===== config.mk =====
export PLATFORM = sky130hd
export DESIGN_NAME = alarm_ring_ctrl
export DESIGN_NICKNAME = d
export VERILOG_FILES = /design/src/rtl/alarm_ring_ctrl.sv
export SDC_FILE = /design/constraint.sdc
export NUM_CORES = 1
export LEC_CHECK = 0
export CORE_ASPECT_RATIO = 1.5
export CORE_UTILIZATION = 25
export CTS_BUF_LIST = sky130_fd_sc_hd__clkbuf_8
export CTS_CLUSTER_DIAMETER = 120
export CTS_CLUSTER_SIZE = 14
export DETAILED_ROUTE_END_ITERATION = 10
export PLACE_DENSITY_LB_ADDON = 0.25
export SYNTH_ARGS = -nofsm -noshare
export SYNTH_HDL_FRONTEND = slang
export SYNTH_SLANG_ARGS = --single-unit

===== constraint.sdc =====
create_clock -name clk -period 3.8 [get_ports clk]
set_input_delay 0.57 -clock clk [delete_from_list [all_inputs] [get_ports clk]]
set_output_delay 0.57 -clock clk [all_outputs]
set_load 0.02 [all_outputs]

===== src/rtl/alarm_ring_ctrl.sv =====
`default_nettype none
// ============================================================================
// Module   : alarm_ring_ctrl
// Purpose  : Alarm match detection, ring/snooze/stop state machine, beat
//            clock (music_clk) and square-wave melody (speaker) generation.
// Revision : 1.0 - initial release
// ============================================================================
module alarm_ring_ctrl #(
  parameter int BEAT_HALF  = 25_000_000,
  parameter int SNOOZE_SEC = 300,
  parameter int RING_SEC   = 600,
  parameter int NOTE0      = 113636,
  parameter int NOTE1      = 101239,
  parameter int NOTE2      = 90193,
  parameter int NOTE3      = 85131,
  parameter int NOTE4      = 75843,
  parameter int NOTE5      = 67568,
  parameter int NOTE6      = 60197,
  parameter int NOTE7      = 56818
) (
  input  logic       clk,
  input  logic       reset_n,
  input  logic       sec_tick,
  input  logic [4:0] cur_hour,
  input  logic [5:0] cur_min,
  input  logic [5:0] cur_sec,
  input  logic [4:0] alarm_hour,
  input  logic [5:0] alarm_min,
  input  logic       alarm_en,
  input  logic       snooze,
  input  logic       stop,
  output logic       turned_on,
  output logic       music_clk,
  output logic       speaker,
  output logic [1:0] state_o
);

  typedef enum logic [1:0] {
    S_IDLE    = 2'b00,
    S_RINGING = 2'b01,
    S_SNOOZE  = 2'b10
  } state_t;

  function automatic int f_max(input int a, input int b);
    return (a > b) ? a : b;
  endfunction

  localparam int C_NOTE_MAX = f_max(f_max(f_max(NOTE0, NOTE1), f_max(NOTE2, NOTE3)),
                                    f_max(f_max(NOTE4, NOTE5), f_max(NOTE6, NOTE7)));

  // Widths never drop below one bit so degenerate parameter values still elaborate.
  localparam int C_BEAT_W = (BEAT_HALF > 1) ? $clog2(BEAT_HALF) : 1;
  localparam int C_RING_W = (RING_SEC > 1) ? $clog2(RING_SEC) : 1;
  // The snooze counter is loaded with SNOOZE_SEC itself, so it needs room for that value.
  localparam int C_SNZ_W  = (SNOOZE_SEC > 0) ? $clog2(SNOOZE_SEC + 1) : 1;
  localparam int C_TONE_W = (C_NOTE_MAX > 1) ? $clog2(C_NOTE_MAX) : 1;

  localparam logic [C_BEAT_W-1:0] C_BEAT_LAST = C_BEAT_W'(BEAT_HALF - 1);
  localparam logic [C_RING_W-1:0] C_RING_LAST = C_RING_W'(RING_SEC - 1);
  localparam logic [C_SNZ_W-1:0]  C_SNZ_LOAD  = C_SNZ_W'(SNOOZE_SEC);
  localparam logic [C_SNZ_W-1:0]  C_SNZ_ONE   = C_SNZ_W'(1);

  state_t                r_state;
  logic                  r_turned_on;
  logic                  r_music_clk;
  logic                  r_speaker;
  logic [C_BEAT_W-1:0]   r_beat_cnt;
  logic [2:0]            r_step;
  logic [C_TONE_W-1:0]   r_tone_cnt;
  logic [C_RING_W-1:0]   r_ring_cnt;
  logic [C_SNZ_W-1:0]    r_snz_cnt;

  state_t                w_next;
  logic                  w_match;
  logic                  w_abort;
  logic                  w_ring_last;
  logic                  w_snz_last;
  logic                  w_run_ring;
  logic                  w_beat_wrap;
  logic                  w_step_adv;
  logic                  w_tone_wrap;
  logic [C_TONE_W-1:0]   w_note_last;

  // Only the tick at second 0 can match, so a stop inside the alarm minute cannot retrigger.
  assign w_match     = sec_tick & alarm_en & (cur_sec == 6'd0) &
                       (cur_hour == alarm_hour) & (cur_min == alarm_min);
  assign w_abort     = stop | ~alarm_en;
  assign w_ring_last = (r_ring_cnt == C_RING_LAST);
  assign w_snz_last  = (r_snz_cnt == C_SNZ_ONE);
  assign w_beat_wrap = (r_beat_cnt == C_BEAT_LAST);
  // A beat wrap while music_clk is low is the rising edge that advances the melody.
  assign w_step_adv  = w_beat_wrap & ~r_music_clk;
  assign w_tone_wrap = (r_tone_cnt == w_note_last);

  // Next-state logic: stop/disable beats snooze, snooze beats the second-count timeouts.
  always_comb begin
    w_next     = r_state;
    w_run_ring = 1'b0;
    case (r_state)
      S_IDLE: begin
        if (w_match) w_next = S_RINGING;
      end
      S_RINGING: begin
        if (w_abort)                     w_next = S_IDLE;
        else if (snooze)                 w_next = S_SNOOZE;
        else if (sec_tick && w_ring_last) w_next = S_IDLE;
        // Tone/beat generators only run while staying in RINGING; entry clears them.
        w_run_ring = (w_next == S_RINGING);
      end
      S_SNOOZE: begin
        if (w_abort)                    w_next = S_IDLE;
        else if (sec_tick && w_snz_last) w_next = S_RINGING;
      end
      default: w_next = S_IDLE;
    endcase
  end

  // Half-period lookup for the current melody step.
  always_comb begin
    w_note_last = C_TONE_W'(NOTE0 - 1);
    case (r_step)
      3'd0: w_note_last = C_TONE_W'(NOTE0 - 1);
      3'd1: w_note_last = C_TONE_W'(NOTE1 - 1);
      3'd2: w_note_last = C_TONE_W'(NOTE2 - 1);
      3'd3: w_note_last = C_TONE_W'(NOTE3 - 1);
      3'd4: w_note_last = C_TONE_W'(NOTE4 - 1);
      3'd5: w_note_last = C_TONE_W'(NOTE5 - 1);
      3'd6: w_note_last = C_TONE_W'(NOTE6 - 1);
      3'd7: w_note_last = C_TONE_W'(NOTE7 - 1);
      default: w_note_last = C_TONE_W'(NOTE0 - 1);
    endcase
  end

  // State register and the registered alarm-active flag.
  always_ff @(posedge clk or negedge reset_n) begin
    if (!reset_n) begin
      r_state     <= S_IDLE;
      r_turned_on <= 1'b0;
    end else begin
      r_state     <= w_next;
      r_turned_on <= (w_next == S_RINGING);
    end
  end

  // Ring-duration and snooze-duration second counters, both saturating.
  always_ff @(posedge clk or negedge reset_n) begin
    if (!reset_n) begin
      r_ring_cnt <= '0;
      r_snz_cnt  <= '0;
    end else begin
      if (w_run_ring) begin
        if (sec_tick && !w_ring_last) r_ring_cnt <= r_ring_cnt + C_RING_W'(1);
      end else begin
        r_ring_cnt <= '0;
      end

      if (w_next == S_SNOOZE) begin
        if (r_state != S_SNOOZE)                r_snz_cnt <= C_SNZ_LOAD;
        else if (sec_tick && r_snz_cnt != '0)   r_snz_cnt <= r_snz_cnt - C_SNZ_W'(1);
      end else begin
        r_snz_cnt <= '0;
      end
    end
  end

  // Beat generator: music_clk toggles every BEAT_HALF cycles; each rise advances the melody.
  always_ff @(posedge clk or negedge reset_n) begin
    if (!reset_n) begin
      r_beat_cnt  <= '0;
      r_music_clk <= 1'b0;
      r_step      <= 3'd0;
    end else if (!w_run_ring) begin
      r_beat_cnt  <= '0;
      r_music_clk <= 1'b0;
      r_step      <= 3'd0;
    end else if (w_beat_wrap) begin
      r_beat_cnt  <= '0;
      r_music_clk <= ~r_music_clk;
      if (!r_music_clk) r_step <= r_step + 3'd1;
    end else begin
      r_beat_cnt  <= r_beat_cnt + C_BEAT_W'(1);
    end
  end

  // Tone generator: a step change restarts the half-period and holds the speaker level.
  always_ff @(posedge clk or negedge reset_n) begin
    if (!reset_n) begin
      r_tone_cnt <= '0;
      r_speaker  <= 1'b0;
    end else if (!w_run_ring) begin
      r_tone_cnt <= '0;
      r_speaker  <= 1'b0;
    end else if (w_step_adv) begin
      r_tone_cnt <= '0;
    end else if (w_tone_wrap) begin
      r_tone_cnt <= '0;
      r_speaker  <= ~r_speaker;
    end else begin
      r_tone_cnt <= r_tone_cnt + C_TONE_W'(1);
    end
  end

  assign turned_on = r_turned_on;
  assign music_clk = r_music_clk;
  assign speaker   = r_speaker;
  assign state_o   = r_state;

endmodule
`default_nettype wire


* Word level (Yosys, flattened, before mapping) *
Memory sizes are Yosys's and may differ from the RTL's.
Cells that the tools add are included.

word-level totals
  flip-flop bits (word level) = 69
  bits in read-only memories = 136
  input port bits = 34
  output and inout bits = 5
  memories kept = 1

memory list
  name             depth  width  read ports  clocked after Yosys merged registers in  wr ports  line  RTL
  (no name shown)  8      17     1           0                                        0         121   case (r_step)

cells by class
  add/subtract/negate cells = 5
  equality and inequality tests = 18
  multiplexer cells = 27
  bitwise gates (word level) = 9
  reduce and logical (&&, ||, !) cells = 10

operators by type and width
  cell                                                                     number
  17-bit 2-to-1 mux                                                        3
  25-bit 2-to-1 mux                                                        2
  9-bit 2-to-1 mux                                                         3
  25-bit by 1-bit adder with 25-bit output, second input constant          1
  25-bit == test, second input constant                                    1
  10-bit 2-to-1 mux                                                        2
  17-bit by 1-bit adder with 17-bit output, second input constant          1
  17-bit == test                                                           1
  2-bit 2-to-1 mux                                                         7
  10-bit by 1-bit adder with 10-bit output, second input constant          1
  10-bit == test, second input constant                                    1
  9-bit by 1-bit == test with 1-bit output, second input constant          1
  3-bit 2-to-1 mux                                                         3
  9-bit nonzero test                                                       1
  9-bit by 1-bit subtractor with 9-bit output, second input constant       1
  2-bit by 1-bit == test with 1-bit output, second input constant          3
  6-bit == test                                                            1
  6-bit logical NOT                                                        1
  1-bit 2-to-1 mux                                                         6
  2-bit by 1-bit inequality test with 1-bit output, second input constant  3
  2-bit inequality test, second input constant                             3
  2-bit case mux with 3 select lines                                       1
  1-bit bitwise AND                                                        5
  5-bit == test                                                            1
  other kinds (9)                                                          16

* Longest topological paths before layout *
Gate-level depths: netlist of run 1.

  depth in word-level cells = 10
  mapped depth = 9
  depth with buffers taken out = 8

* Worst setup path before layout of run 1 *
OpenSTA, ideal clock, no wires.

  kind = register to register
  from = reg r_step[0]
  to = reg r_speaker (netlist: speaker)
  library setup time = 0.077 ns
  data arrival time = 2.081 ns
  data required time = 3.723 ns
  slack = 1.642 ns
  stages on the path, launching flop included = 9
  buffers on the path = 0
  cell sequence = dfrtp_1 > inv_1 > ha_1 > xnor2_1 > o211ai_1 > o21ai_0 > nand4_1 > or4_1 > a21oi_1

on the way
  cells in the longest elaborated chain, start to end = 4

ends and longest elaborated chain
  item                                                        line  RTL
  from (decl)                                                 68    logic [2:0] r_step;
  from (signal assigned)                                      179   if (!r_music_clk) r_step <= r_step + 3'd1;
  memory 8 x 17 bit                                           --
  17-bit == test                                              93    assign w_tone_wrap = (r_tone_cnt == w_note_last);
  2-bit by 1-bit inequality test with 1-bit output (no line)  --
  2-bit AND reduction (no line)                               --
  to (signal assigned)                                        197   r_speaker <= ~r_speaker;
  to (decl)                                                   66    logic r_speaker;

Every way passes these cells.
A chain may end at the register's enable or synchronous reset.

* Worst setup path after layout of run 1 *
  from = reg r_step[1]
  to = reg r_tone_cnt[14]

on the way
  cells in the longest elaborated chain, start to end = 5

ends and longest elaborated chain
  item                  line  RTL
  memory 8 x 17 bit     --
  17-bit == test        93
  17-bit 2-to-1 mux     195   end else if (w_tone_wrap) begin
  17-bit 2-to-1 mux     193   end else if (w_step_adv) begin
  17-bit 2-to-1 mux     190   end else if (!w_run_ring) begin
  to (signal assigned)  199   r_tone_cnt <= r_tone_cnt + C_TONE_W'(1);
  to (decl)             69    logic [C_TONE_W-1:0] r_tone_cnt;

Every way passes these cells.

==> results.yml, run 1 <==
floorplan:
  core_area_sq_um: 15770
  fp.dieW_um: 105.9
  io_pins: 39
  dieArea_sq_um: 16710
  die_height_um: 157.8
  initial_core_util: 0.2567
  row_count: 56
run:
  max_cap_violations: 0
global_routing:
  grt_max_degree: 33
  antenna_found_initial: 0
  grt_pass1_vias: 3233
  track_usage: 0.1159
  grt_overflow_total: 0
  grt_pass1_wl_um: 15490
route:
  drt-pass1-iter-count: 4
  drt_iter0_drc: 114
  drcViolationCount: 0
  postRouteAntennaNets: 0
  drt-wirelength-per-cell_um: 12.99
  vias: 3083
  totalWireLength_um: 8754
  viasPerCell: 4.574
final_layout:
  drive_above_1_share: 0.06582
  antenna_cells: 0
  syn2layout_area_growth_pct: 18.83
  fill_cells: 1687
  fin_cells: 674
  nets: 514
power_and_ir_drop:
  cellLeakagePower_nw: 1.865
  power.density_nw_per_um2: 286.4
  internal-power_mw: 1.071
  combPwrFrac: 0.048
  p_clk_frac: 0.420
  p_seq_frac: 0.533
  switchingPower_uw: 306.3
  peakVddDrop_v: 0.0001194
  switching_share: 0.2223
yosys:
  syn_area_per_cell_sq_um: 9.524
  synth_ff_type: "dfrtp_1"
  synth_top_area_cell: "dfrtp_1"
  yosys-top-cells-area: "dfrtp_1 43%, xor2_1 10%, xnor2_1 6.7%"
  synth_nets: 473
  ys_seq_elements: 69
  ys_top_cells_by_count: "69 x dfrtp_1, 69 x nor2_1, 46 x xor2_1"
  synth.distinct_cells: 53
  synth_top_area_frac: 0.4266
  synth-edff-count: 0
  async_flop_share: 1.000
  netlist_area_sq_um: 4048
  yosys_warnings: 0
  netlist_instances: 425
  yosysSeqAreaShare: 0.4266
timing:
  layout_min_cycle_time_ns: 2.804
  setup_tns_ns: 0
  finalSetupViolations: 0
  rsz0062_at_grt: "false"
  slew_violations: 0
  fmax_ghz: 0.3566
  finClkSkew_ns: 0.01242
  tightest_slew_ns: 0.9814
  hold_violations: 0
  maxSlewHeadroom: 0.3457
  finalCritPeriodShare: 0.7379
clock_network:
  clkSinkCount: 69
  cts_max_path_buffers: 2
  postCtsHoldBufs: 0
  clkSlewWorstSetupHoldPaths_ns: 0.08
  htree_levels: 3
  cts_tree: "yes"
  cts_root_buffer: "clkbuf_8"
  ctsResizeCount: 0
  clk_latency_ns: 0.34
  numCtsBuffers: 9
  cts_setup_buffers: 0
critical_path:
  crit_path_end_kind: "flop"
  crit_path_start_kind: "flop"
  critical_path_class: "flop to flop"
  critPathArrivalTime_ns: 3.00
  path_max_fanout: 17
  required_ns: 3.99
status:
  status: "complete, no violations"
place:
  dp.cells: 658
  port-buffer-count: 38
  hpwl_um: 6443
  gp_congestion: 0.7633
worst_hold_path:
  hold_path_class: "input pin to asynchronous set/reset pin"
layout by cell type (no fill, tap or decap), types with 2 or more instances in the layout:
cell type / instances
dfrtp_1: 69
clkdlybuf4s50_1: 37
o21ai_0: 7
ha_1: 14
o21bai_1: 3
a21oi_1: 13
mux2i_1: 5
nor4_4: 2
or2_1: 2
nand4bb_1: 3
nand4_1: 13
and2_1: 4
nor4_1: 6
inv_1: 12
clkbuf_8: 9
a31o_2: 2
nor3_1: 12
o211ai_1: 2
nand2b_1: 3
nand2_1: 28
nor2_1: 69
or3_1: 6
and3_1: 9
nand3_1: 27
buf_4: 3
clkinv_2: 4
and4_1: 2
o2111ai_1: 2
xnor2_1: 31
xor2_1: 46
power by group through the flow:
| stage | clock [mW] | combinational, mW | sequential [mW] |
|---|---|---|---|
| after detailed placement | 0 | 0.0677 | 0.748 |
| after global placement | 0 | 0.0664 | 0.748 |
| final | 0.578 | 0.0656 | 0.734 |
| after CTS | 0.606 | 0.0680 | 0.734 |
| after global routing | 0.644 | 0.0734 | 0.733 |
| after floorplan | 0 | 0.0121 | 0.748 |
logic make-up after synthesis:
family / share of synthesized area
and+or+nand+nor: 0.2547
xor gates and xnor gates: 0.1666
DFF: 0.4266
AOI/OAI and AO/OA: 0.06553
buffers and inverters: 0.03091
adders and majority gates: 0.04328
muxes: 0.01237
cell type report:
type / count / area (sq um) / share of cell area
Multi-Input combinational cell: 333 / 2196 / 0.4566
Clock buffer: 9 / 123.9 / 0.02575
Sequential cell: 69 / 1727 / 0.3590
Tap cell: 203 / 254.0 / 0.05281
Clock inverter: 7 / 66.31 / 0.01379
Inverter: 12 / 45.04 / 0.009365
Timing Repair Buffer: 41 / 397.9 / 0.08273
through the flow:
step	power, mW	hold slack (ns)	util	cell area [sq um]	worst slack, ns
finish	1.378	0.2920	0.3051	4810	0.9960
global route	1.451	0.3512	0.3051	4810	0.7670
CTS	1.408	0.3180	0.3051	4810	0.9921
detailed placement	0.8158	0.4887	0.2930	4619	0.8143
global placement	0.8146	0.4931	0.2930	4619	0.8864
floorplan	0.7605	0.2744	-	4048	1.642
per-layer routing:
layer	vias to the layer above	part of all wire	global-route usage	wire length, um
met3	19	0.020	0.02223	173
li1	1533	-	-	-
met2	30	0.52	0.2082	4532
met5	-	0	0	0
met4	0	0.027	0.05556	232
met1	1501	0.44	0.1310	3816
path summary, 6_finish.rpt:
kind,end,slack [ns],from,depth (start not counted)
setup / recovery,r_tone_cnt[14],1.0,r_step[1],8
hold / removal,r_tone_cnt[4],0.29,reset_n,1
setup reg to reg,r_tone_cnt[14],1.0,r_step[1],8
hold reg to reg,r_snz_cnt[3],0.51,r_snz_cnt[3],1
max in group asynchronous,r_beat_cnt[17],2.69,reset_n,2
min in group clk,r_snz_cnt[3],0.51,r_snz_cnt[3],1
registers in the layout, indices dropped and copies added, names as in the netlist:
name and cells:
turned_on 1, speaker 1, music_clk 1, r_snz_cnt 9, r_beat_cnt 25, r_tone_cnt 17, state_o 2, r_step 3
r_ring_cnt 10
critical path, stage by stage (launching register included):
cell and delay (ns):
dfrtp_1 0.57, inv_1 0.20, ha_1 0.40, xnor2_1 0.20, o211ai_1 0.11, o21ai_0 0.19
nand4_1 0.19, o21ai_2 0.64, nor2_1 0.15
No activity file was read; power rests on OpenSTA's default activity.
==> inputs of run 2 (changes only) <==
==> constraint.sdc (replaced) <==
create_clock -name clk -period 2.6 [get_ports clk]
set_input_delay 0.39 -clock clk [delete_from_list [all_inputs] [get_ports clk]]
set_output_delay 0.39 -clock clk [all_outputs]
set_load 0.02 [all_outputs]
==> run 2 against run 1 <==
Net effect: clock power up 27%; largest cell class unchanged; routed wire length up 2.4%; largest power group unchanged; global-route usage up 0.45 points; worst hold slack worse by 0.24 ns; combinational power up 49%; via count up 0.42%; clock skew down 0.0012 ns.
==> results.yml, run 2 (synthesis gave the netlist of run 1 again) <==
clock_network:
  htree_levels: 3
  numCtsBuffers: 9
  clkSlewWorstSetupHoldPaths_ns: 0.07
  cts_tree: "yes"
  cts_root_buffer: "clkbuf_8"
  postCtsHoldBufs: 0
  cts_setup_buffers: 0
  clkSinkCount: 69
  clk_latency_ns: 0.35
  ctsResizeCount: 0
  cts_max_path_buffers: 2
floorplan:
  die_height_um: 157.8
  initial_core_util: 0.2567
  row_count: 56
  io_pins: 39
  fp.dieW_um: 105.9
  dieArea_sq_um: 16710
  core_area_sq_um: 15770
timing:
  hold_violations: 0
  maxSlewHeadroom: 0.5849
  rsz0062_at_grt: "false"
  slew_violations: 0
  tightest_slew_ns: 0.6226
  setup_tns_ns: 0
  hold-worst-slack_ns: 0.04932
  finalSetupViolations: 0
  finalCritPeriodShare: 0.8903
  layout_min_cycle_time_ns: 2.315
  fmax_ghz: 0.4320
  finClkSkew_ns: 0.01123
place:
  port-buffer-count: 38
  gp_congestion: 0.7732
  hpwl_um: 6558
  dp.cells: 664
critical_path:
  required_ns: 2.86
  slowest_delay_ns: 0.50
  critPathArrivalTime_ns: 2.58
  crit_chain: "inv_1 > ha_1 > xnor2_1 > o211ai_1 > o21ai_0 > nand4_1 > or4_1 > a21oi_1"
  path_max_fanout: 6
  cp_slowest_cell: "or4_1"
  crit_path_end_kind: "flop"
  cp_top_family: "simple AND/OR/NAND/NOR gates"
  path_buf_inv: 1
  critical_path_class: "flop to flop"
  crit_path_start_kind: "flop"
  rr_startpoint: "r_step[0]"
  cp-startpoint: "r_step[0]"
  rrSetupSlack_ns: 0.29
route:
  totalWireLength_um: 8962
  drcViolationCount: 0
  vias: 3096
  postRouteAntennaNets: 0
  viasPerCell: 4.553
  drt-pass1-iter-count: 4
  drt_iter0_drc: 177
  drt-wirelength-per-cell_um: 13.18
global_routing:
  antenna_found_initial: 0
  grt_pass1_vias: 3405
  track_usage: 0.1204
  grt_overflow_total: 0
  grt_max_degree: 46
  grt_pass1_wl_um: 15990
power_and_ir_drop:
  power.density_nw_per_um2: 394.1
  p_total_mw: 1.906
  peakVddDrop_v: 0.0002364
  cellLeakagePower_nw: 1.890
worst_hold_path:
  hold_path_class: "input pin to asynchronous set/reset pin"
final_layout:
  drive_above_1_share: 0.07338
  largest_reg_flops: 25
  fin_cells: 680
  largest_register: "r_beat_cnt"
  utilization: 0.3067
  syn2layout_area_growth_pct: 19.47
  antenna_cells: 0
  nets: 520
  mostFrequentLayoutCells: "69 x nor2_1, 69 x dfrtp_1, 46 x xor2_1, 37 x clkdlybuf4s50_1, 31 x xnor2_1"
  reg_top3: "r_beat_cnt: 25 flops, r_tone_cnt: 17 flops, r_ring_cnt: 10 flops"
run:
  max_cap_violations: 0
status:
  status: "complete, no violations"
==> run 2: changes by cell type in the layout (fill, tap and decap cells not counted), sizes merged <==
cell    previous run  this run
clkinv             5         4
bufinv             1         0
buf                4        10
inv               12        14
==> run 2: worst reg2reg max path, stage by stage (launching register included) <==
cell	delay (ns)
dfrtp_1	0.46
inv_1	0.11
ha_1	0.37
xnor2_1	0.20
o211ai_1	0.11
o21ai_0	0.17
nand4_1	0.17
or4_1	0.50
a21oi_1	0.15
==> run 2: final timing paths <==
check                                 endpoint  cells past startpoint
worst max-delay path                   speaker                      8
worst min-delay path             r_ring_cnt[6]                      1
worst max register to register         speaker                      8
worst min register to register    r_snz_cnt[3]                      1
max in group asynchronous       r_beat_cnt[24]                      2
min in group clk                  r_snz_cnt[3]                      1
==> run 2: where the power goes <==
| part | total (mW) | internal [mW] | switching (mW) |
|---|---|---|---|
| logic | 0.0976 | 0.0570 | 0.0406 |
| clock network | 0.736 | 0.332 | 0.404 |
| registers | 1.07 | 1.07 | 0.000000394 |
| total | 1.91 | 1.46 | 0.444 |
==> run 2: metal layers <==
metal  up-vias  global-route usage  part of all wire
met4         0             0.05754             0.027
li1       1544                   -                 -
met5         -                   0                 0
met3        18             0.02264             0.016
met1      1511              0.1302              0.43
met2        23              0.2241              0.53
==> run 2: per-stage QoR <==
| step | setup WS (ns) | cell area [sq um] |
|---|---|---|
| after global routing | 0.08162 | 4836 |
| after floorplan | 0.4420 | 4048 |
| after CTS | 0.2806 | 4836 |
| final | 0.2852 | 4836 |
| after detailed placement | 0.3152 | 4677 |
| after global placement | 0.3992 | 4677 |
==> run 2: final cells by class <==
type                            count  area, sq um
Inverter                           12        45.04
Multi-Input combinational cell    333         2196
Sequential cell                    69         1727
Tap cell                          203        254.0
Fill cell                        1683        10930
Clock inverter                      7        35.03
Clock buffer                        9        123.9
Timing Repair Buffer               47        455.4
==> inputs of run 3 (changes only) <==
--- a/config.mk
+++ b/config.mk
@@ -11,6 +11,7 @@
 export CTS_CLUSTER_DIAMETER = 120
 export CTS_CLUSTER_SIZE = 14
 export DETAILED_ROUTE_END_ITERATION = 10
+export DONT_BUFFER_PORTS = 1
 export PLACE_DENSITY_LB_ADDON = 0.25
 export SYNTH_ARGS = -nofsm -noshare
 export SYNTH_HDL_FRONTEND = slang
==> constraint.sdc (replaced) <==
create_clock -name clk -period 2.1 [get_ports clk]
set_input_delay 0.315 -clock clk [delete_from_list [all_inputs] [get_ports clk]]
set_output_delay 0.315 -clock clk [all_outputs]
set_load 0.02 [all_outputs]
==> run 3 against run 2 <==
Net effect: worst setup slack got worse by 0.25 ns; non-clock buffer count fell by 23; flip-flop and latch count unchanged; clock power is 68% higher; register-to-register slack got worse by 0.25 ns; power is 38% higher; count of clock-buffer cells in the layout unchanged; clock skew increased by 0.0019 ns; routed wire length increased by 0.87%; sequential power is 24% higher.
==> results.yml, run 3 (synthesis gave the netlist of run 1 again) <==
status:
  status: "complete, no violations"
global_routing:
  grt_pass1_wl_um: 15750
  track_usage: 0.1195
  grt_overflow_total: 0
  grt_max_degree: 70
  grt_pass1_vias: 3204
  antenna_found_initial: 0
floorplan:
  initial_core_util: 0.2567
  dieArea_sq_um: 16710
  io_pins: 39
  core_area_sq_um: 15770
  row_count: 56
  fp.dieW_um: 105.9
  die_height_um: 157.8
worst_hold_path:
  hold_path_class: "input pin to flop"
final_layout:
  finish.instance_area_sq_um: 4771
  largest_reg_flops: 25
  antenna_cells: 0
  largest_register: "r_beat_cnt"
  nets: 497
  utilization: 0.3026
  syn2layout_area_growth_pct: 17.87
  layout_commonest_cell: "nor2_1"
  drive_above_1_share: 0.1432
  reg_top3: "r_beat_cnt: 25 flops, r_tone_cnt: 17 flops, r_ring_cnt: 10 flops"
  mostFrequentLayoutCells: "68 x nor2_1, 67 x dfrtp_1, 46 x xor2_1, 30 x xnor2_1, 28 x nand2_1"
power_and_ir_drop:
  cellLeakagePower_nw: 1.843
  power.density_nw_per_um2: 550.3
  internal-power_mw: 2.019
  peakVddDrop_v: 0.0003191
  p_clk_frac: 0.474
  combPwrFrac: 0.021
  switching_share: 0.2309
  p_seq_frac: 0.506
  switchingPower_uw: 606.1
  p_total_mw: 2.626
clock_network:
  htree_levels: 3
  clkSlewWorstSetupHoldPaths_ns: 0.08
  clk_latency_ns: 0.37
  cts_root_buffer: "clkbuf_8"
  cts_tree: "yes"
  numCtsBuffers: 9
  clkSinkCount: 69
  cts_max_path_buffers: 2
run:
  max_cap_violations: 0
critical_path:
  crit_path_end_kind: "flop"
  critical_path_class: "flop to flop"
  path_max_fanout: 5
  rrSetupSlack_ns: 0.03
  crit_path_start_kind: "flop"
  critPathArrivalTime_ns: 2.37
  required_ns: 2.40
timing:
  slew_violations: 0
  setup_ws_ns: 0.03316
  hold-worst-slack_ns: 0.1014
  layout_min_cycle_time_ns: 2.067
  hold_violations: 0
  maxSlewHeadroom: 0.7262
  fmax_ghz: 0.4838
  finalCritPeriodShare: 0.9842
  finClkSkew_ns: 0.01310
  finalSetupViolations: 0
  tightest_slew_ns: 0.4070
  rsz0062_at_grt: "true"
route:
  postRouteAntennaNets: 0
  viasPerCell: 4.679
  drt-wirelength-per-cell_um: 13.76
  totalWireLength_um: 9040
  vias: 3074
  drcViolationCount: 0
  drt_iter0_drc: 89
  drt-pass1-iter-count: 6
place:
  hpwl_um: 6260
  pre_cts_ws_ns: -0.06682
  gp_congestion: 0.8164
  port-buffer-count: 0
  post_dp_cell_area_sq_um: 4399
[run 3: cell count changes in the layout (fill, tap and decap cells not counted), sizes merged]
| cell | delta |
|---|---|
| clkinv | -4 |
| bufinv | +2 |
| inv | -1 |
| clkinvlp | +3 |
| clkdlybuf4s50 | -37 |
| dlygate4sd3 | +1 |
| buf | +13 |
[run 3: critical path: stages, from the launching register on]
cell and delay (ns):
dfrtp_2 0.43, buf_6 0.14, buf_4 0.16, xor2_1 0.18, o211ai_1 0.13, o21ai_1 0.14, nand4_1 0.16, or4_1 0.53
a21oi_1 0.12
[run 3: layer usage]
layer	part of all wire	wire length, um	track usage	up-vias
met2	0.52	4678	0.2045	34
met5	0	0	0	-
li1	-	-	-	1502
met4	0.045	407	0.09127	0
met3	0.023	212	0.01853	27
met1	0.41	3742	0.1333	1511
[run 3: per-stage QoR]
step / std cells / setup TNS [ns]
final: 657 / 0
after global routing: 657 / -0.1020
after CTS: 656 / 0
after detailed placement: 637 / -0.06682
after global placement: 637 / -0.02532
after floorplan: 425 / 0
[run 3: path summary, 6_finish.rpt]
kind                          startpoint              to  depth (start not counted)
max                            r_step[1]         speaker                          8
min                             sec_tick   r_ring_cnt[1]                          2
max reg2reg                    r_step[1]         speaker                          8
min reg2reg                r_beat_cnt[0]   r_beat_cnt[0]                          1
max in group asynchronous        reset_n       r_step[0]                          2
min in group asynchronous        reset_n  r_tone_cnt[16]                          2
[run 3: cell type report]
type | instances | area, sq um
Clock inverter | 7 | 98.84
Timing Repair Buffer | 24 | 231.5
Clock buffer | 9 | 123.9
Multi-Input combinational cell | 333 | 2286
Inverter | 12 | 47.55
Tap cell | 203 | 254.0
Fill cell | 1621 | 10990
Sequential cell | 69 | 1729
[run 3: power groups by stage]
stage / Combinational, mW / Sequential, mW / Clock (mW)
CTS: 0.0591 / 1.33 / 1.29
floorplan: 0.0219 / 1.35 / 0
global route: 0.0651 / 1.33 / 1.34
finish: 0.0550 / 1.33 / 1.24
detailed placement: 0.0217 / 1.35 / 0
global placement: 0.0208 / 1.35 / 0
[run 3: repair_timing]
action | in CTS | in global routing
setup buffers | 1 | 1
hold buffers | 2 | 0
cloned | 0 | 0
resized for setup | 5 | 15
endpoints found under the hold margin | 69 | 0
setup endpoints to repair | 1 | 21
pin swaps | 1 | 6
